### src/rtl/cmp_pkg.sv
// Shared definitions for the nibble-serial compare arbiter: FSM encoding and widths.
package cmp_pkg;
   localparam int NREQ  = 2;
   localparam int NIB_W = 4;
   localparam int OP_W  = 8;

   typedef enum logic [1:0] {
      ST_IDLE = 2'd0,
      ST_HI   = 2'd1,
      ST_LO   = 2'd2,
      ST_RESP = 2'd3
   } state_t;
endpackage

### src/rtl/rr_arb2.sv
// Two-way round-robin grant: the pointer only matters when both requesters are valid.
module rr_arb2
   import cmp_pkg::*;
(
   input  logic [NREQ-1:0] i_valid,
   input  logic            i_ptr,
   output logic [NREQ-1:0] o_grant
);
   always_comb begin
      o_grant = i_valid;
      if (&i_valid) begin
         o_grant = i_ptr ? 2'b10 : 2'b01;
      end
   end
endmodule

### src/rtl/cmp_arbiter.sv
// Arbitrates two 8-bit equality requests onto one external 4-bit comparator,
// checking the high nibble first and optionally skipping the low nibble on mismatch.
module cmp_arbiter
   import cmp_pkg::*;
#(
   parameter bit EARLY_OUT = 1'b1
) (
   input  logic             clk,
   input  logic             reset_n,
   input  logic             req0_valid,
   input  logic [OP_W-1:0]  req0_a,
   input  logic [OP_W-1:0]  req0_b,
   output logic             req0_ready,
   input  logic             req1_valid,
   input  logic [OP_W-1:0]  req1_a,
   input  logic [OP_W-1:0]  req1_b,
   output logic             req1_ready,
   output logic [NIB_W-1:0] cmp_a,
   output logic [NIB_W-1:0] cmp_b,
   input  logic             cmp_status,
   output logic             rsp_valid,
   output logic             rsp_id,
   output logic             rsp_eq,
   input  logic             rsp_ready
);
   state_t           r_state;
   logic             r_ptr;
   logic             r_id;
   logic             r_hi_eq;
   logic [NIB_W-1:0] r_lo_a;
   logic [NIB_W-1:0] r_lo_b;
   logic [NIB_W-1:0] r_cmp_a;
   logic [NIB_W-1:0] r_cmp_b;
   logic             r_rsp_valid;
   logic             r_rsp_id;
   logic             r_rsp_eq;

   logic [NREQ-1:0]  w_grant;
   logic             w_idle;
   logic [OP_W-1:0]  w_sel_a;
   logic [OP_W-1:0]  w_sel_b;

   rr_arb2 u_rr_arb2 (
      .i_valid ({req1_valid, req0_valid}),
      .i_ptr   (r_ptr),
      .o_grant (w_grant)
   );

   // Ready is gated by reset so nothing can be accepted during the reset cycle.
   assign w_idle     = reset_n && (r_state == ST_IDLE);
   assign req0_ready = w_idle && w_grant[0];
   assign req1_ready = w_idle && w_grant[1];

   assign w_sel_a = w_grant[1] ? req1_a : req0_a;
   assign w_sel_b = w_grant[1] ? req1_b : req0_b;

   assign cmp_a     = r_cmp_a;
   assign cmp_b     = r_cmp_b;
   assign rsp_valid = r_rsp_valid;
   assign rsp_id    = r_rsp_id;
   assign rsp_eq    = r_rsp_eq;

   always_ff @(posedge clk) begin
      if (!reset_n) begin
         r_state     <= ST_IDLE;
         r_ptr       <= 1'b0;
         r_id        <= 1'b0;
         r_hi_eq     <= 1'b0;
         r_lo_a      <= '0;
         r_lo_b      <= '0;
         r_cmp_a     <= '0;
         r_cmp_b     <= '0;
         r_rsp_valid <= 1'b0;
         r_rsp_id    <= 1'b0;
         r_rsp_eq    <= 1'b0;
      end else begin
         case (r_state)
            ST_IDLE: begin
               if (|w_grant) begin
                  r_id    <= w_grant[1];
                  r_ptr   <= ~w_grant[1];
                  r_cmp_a <= w_sel_a[OP_W-1:NIB_W];
                  r_cmp_b <= w_sel_b[OP_W-1:NIB_W];
                  r_lo_a  <= w_sel_a[NIB_W-1:0];
                  r_lo_b  <= w_sel_b[NIB_W-1:0];
                  r_state <= ST_HI;
               end
            end
            ST_HI: begin
               r_hi_eq <= cmp_status;
               if (EARLY_OUT && !cmp_status) begin
                  r_rsp_valid <= 1'b1;
                  r_rsp_eq    <= 1'b0;
                  r_rsp_id    <= r_id;
                  r_cmp_a     <= '0;
                  r_cmp_b     <= '0;
                  r_state     <= ST_RESP;
               end else begin
                  r_cmp_a <= r_lo_a;
                  r_cmp_b <= r_lo_b;
                  r_state <= ST_LO;
               end
            end
            ST_LO: begin
               r_rsp_valid <= 1'b1;
               r_rsp_eq    <= r_hi_eq && cmp_status;
               r_rsp_id    <= r_id;
               r_cmp_a     <= '0;
               r_cmp_b     <= '0;
               r_state     <= ST_RESP;
            end
            ST_RESP: begin
               if (rsp_ready) begin
                  r_rsp_valid <= 1'b0;
                  r_state     <= ST_IDLE;
               end
            end
            default: r_state <= ST_IDLE;
         endcase
      end
   end
endmodule

### config.mk
export PLATFORM = sky130hd
export DESIGN_NAME = cmp_arbiter
export DESIGN_NICKNAME = d
export VERILOG_FILES = /design/src/rtl/cmp_pkg.sv /design/src/rtl/rr_arb2.sv /design/src/rtl/cmp_arbiter.sv
export SDC_FILE = /design/constraint.sdc
export NUM_CORES = 1
export LEC_CHECK = 0
export BUFFER_PORTS_ARGS = -buffer_cell sky130_fd_sc_hd__buf_4
export CAP_MARGIN = 20
export CORE_ASPECT_RATIO = 0.6
export CORE_MARGIN = 2
export CORE_UTILIZATION = 30
export CTS_BUF_LIST = sky130_fd_sc_hd__clkbuf_16
export DETAILED_ROUTE_END_ITERATION = 10
export GPL_TIMING_DRIVEN = 0
export PLACE_DENSITY = 0.65
export SLEW_MARGIN = 0
export SYNTH_ARGS = -nofsm -noshare
export SYNTH_HDL_FRONTEND = slang
export SYNTH_SLANG_ARGS = --single-unit
### constraint.sdc
create_clock -name clk -period 4.7 [get_ports clk]
set_input_delay 0.705 -clock clk [delete_from_list [all_inputs] [get_ports clk]]
set_output_delay 0.705 -clock clk [all_outputs]
set_load 0.02 [all_outputs]
==> flow_metrics.tcl <==
set metrics [dict create \
    status "complete, no violations" \
    p_per_area_nw_per_um2 514 \
    clkSinkCount 24 \
    vias 1229 \
    p_sw_share_pct 37.4 \
    grt_pass1_wl_mm 5.55 \
    cap_violations 0 \
    grt_overflow 0 \
    ys_ff_latch 24 \
    ys.flop_type "dfxtp_1" \
    nFillCells 417 \
    viasPerCell 5.00 \
    routedWlPerCell_um 13.8 \
    grt_pass1_vias 1178 \
    syn_nets 186 \
    rsz0062_at_grt "false" \
    async_flop_share_pct 0 \
    cp-end-kind "primary output" \
    layout.nets 240 \
    p_seq_share_pct 34.0 \
    finalHoldViolations 0 \
    period_needed_ns 2.47 \
    syn_area_um2 1250 \
    ir_drop_uv 190 \
    criticalPathCategory "input pin to primary output" \
    critPathSlowestCell "a21boi_4" \
    p_leak_nw 0.733 \
    whs_ns 0.458 \
    synth_cells 143 \
    drtIter0Drc 45 \
    syn2layout_area_growth_pct 40.9 \
    hpwl_mm 2.60 \
    coreArea_um2 4050 \
    slew_viol_final 0 \
    drtAntennaViolNets 0 \
    die_w_um 87.2 \
    cts_made_buffers 3 \
    cp_slowest_stage_delay_ns 0.29 \
    post-cts-setup-buffers 0 \
    fmax_mhz 405 \
    synth_cell_types 30 \
    p_switching_uw 337 \
    port_buffers 49 \
    critical_path.startpoint_type "input pin" \
    io_pins 51 \
    die_height_um 53.9 \
    totalWireLength_mm 3.39 \
    cts_tree "built" \
    dieArea_um2 4700 \
    row_count 18 \
    yosysSeqAreaShare_pct 38.6 \
    post_route_cells_drive_above_1_share_pct 34.2 \
    hold_path.class "flop to flop" \
    period_share_pct 52.5 \
    p_clk_share_pct 20.4 \
    setup_violations 0 \
    drc_errors 0 \
    antenna_found_initial 0 \
    crit_buf_inv 4 \
    htreeDepth 1 \
    clk_path_buf_depth 2 \
    path_clk_slew_ns 0.06 \
    root_buffer "clkbuf_16" \
    start_util_pct 30.7 \
    path_delay_family "buffers and inverters" \
    first_pass_iters 4 \
    combinationalPowerShare_pct 45.6 \
    max_slew_margin_pct 65.6 \
    ys_warn_count 0 \
    grt_max_degree 14 \
    crit_chain "buf_4 -> a21boi_4 -> buf_6 -> buf_6 -> nor2b_1 -> buf_4" \
    power.total_uw 902 \
    syn-mean-instance-area_um2 8.71 \
    clk_latency_ns 0.25 \
    crit_fanout 10 \
    clock-skew-final_ns 0.00182 \
    intPower_uw 564 \
    setup_tns_ns 0 \
    antenna_cells 0 \
    arrival_ns 1.76 \
    synth-edff-count 0 \
    place_congestion 0.831 \
    tightest_slew_ns 0.514 \
    hold_buffers 0 \
    critPathRequiredTime_ns 3.99 \
    ctsResizeCount 0 \
    grt.total_usage_pct 15.7 \
]
-- cells in the final DEF (no fill, tap or decap), drive strengths merged, types with 4 or more instances in the layout --
cell type,n
buf,56
a22oi,9
ha,5
clkbuf,4
inv,5
dfxtp,24
o21ai,19
nand3b,8
a21oi,4
nor2,8
a211oi,11
a31oi,8
nand2,14
or3b,8
-- per-stage QoR --
step                worst slack, ns  cell area [µm²]  utilization [%]  std cells
floorplan                      2.48             1250                -        143
global placement               2.26             1680             41.4        242
detailed placement             2.25             1680             41.4        242
CTS                            2.23             1760             43.3        246
global route                   2.15             1760             43.3        246
finish                         2.23             1760             43.3        246
-- power groups by stage --
stage	clock, mW	combinational (mW)	sequential, mW
global placement	0	0.409	0.308
global route	0.199	0.461	0.314
floorplan	0	0.246	0.334
finish	0.184	0.411	0.307
detailed placement	0	0.412	0.309
CTS	0.189	0.414	0.305
-- cell type report --
| class | instances | area [µm²] | share of cell area [%] |
|---|---|---|---|
| clock buffers | 3 | 75.1 | 4.28 |
| flip-flops and latches | 24 | 480 | 27.4 |
| plain buffers | 8 | 53.8 | 3.06 |
| repair buffers | 49 | 368 | 21.0 |
| inverters | 5 | 18.8 | 1.07 |
| clock inverters | 1 | 3.75 | 0.214 |
| well taps | 50 | 62.6 | 3.56 |
| multi-input cells | 106 | 693 | 39.5 |
-- worst min-delay path: stages, from the launching register on --
cell     delay (ns)
dfxtp_1        0.31
nand2_1        0.05
a21oi_1        0.05
-- registers in the layout, summed over array words and instances (netlist names) --
register	flops
r_hi_eq	1
rsp_eq	1
rsp_id	1
r_lo_b	4
r_lo_a	4
r_ptr	1
cmp_b	4
rsp_valid	1
cmp_a	4
r_state	2
r_id	1
-- layer usage --
metal,wire (µm),track usage (%),part of all wire (%)
met5,0,0,0
met4,13,2.31,0.38
met3,319,5.21,9.4
met2,1190,20.9,35
met1,1870,24.3,55
-- kinds of logic (layout without fill, tap and decap cells) --
logic type,count (synthesis),count (layout),synth area share (%)
compound gates,56,56,29.7
fa+ha+maj,5,5,5.02
buf+inv,13,66,5.82
flops,24,24,38.6
mux,1,1,0.803
simple gates,44,44,20.1
-- path summary, 6_finish.rpt --
path | from | to | slack, ns | cells past startpoint
worst max register to register | r_state[0]$_SDFFE_PN0P_ | cmp_b[2]$_SDFFE_PN0P_ | 2.79 | 6
worst min register to register | rsp_eq$_SDFFE_PN0P_ | rsp_eq$_SDFFE_PN0P_ | 0.46 | 2
worst min-delay path | rsp_eq$_SDFFE_PN0P_ | rsp_eq$_SDFFE_PN0P_ | 0.46 | 2
worst max-delay path | req1_valid | req1_ready | 2.23 | 6
-- synth_stat cells, types with 4 or more instances --
cell,number,area share [%]
nand3b_1,8,4.8
nand2_1,14,4.2
dfxtp_1,24,39
a31oi_1,8,4.0
a211oi_1,11,6.6
ha_1,5,5.0
a22oi_1,9,5.4
a21oi_1,4,1.6
inv_1,4,1.2
o21ai_0,19,7.6
or3b_2,7,4.9
nor2_1,8,2.4
Power figures use the tool's default switching activity.
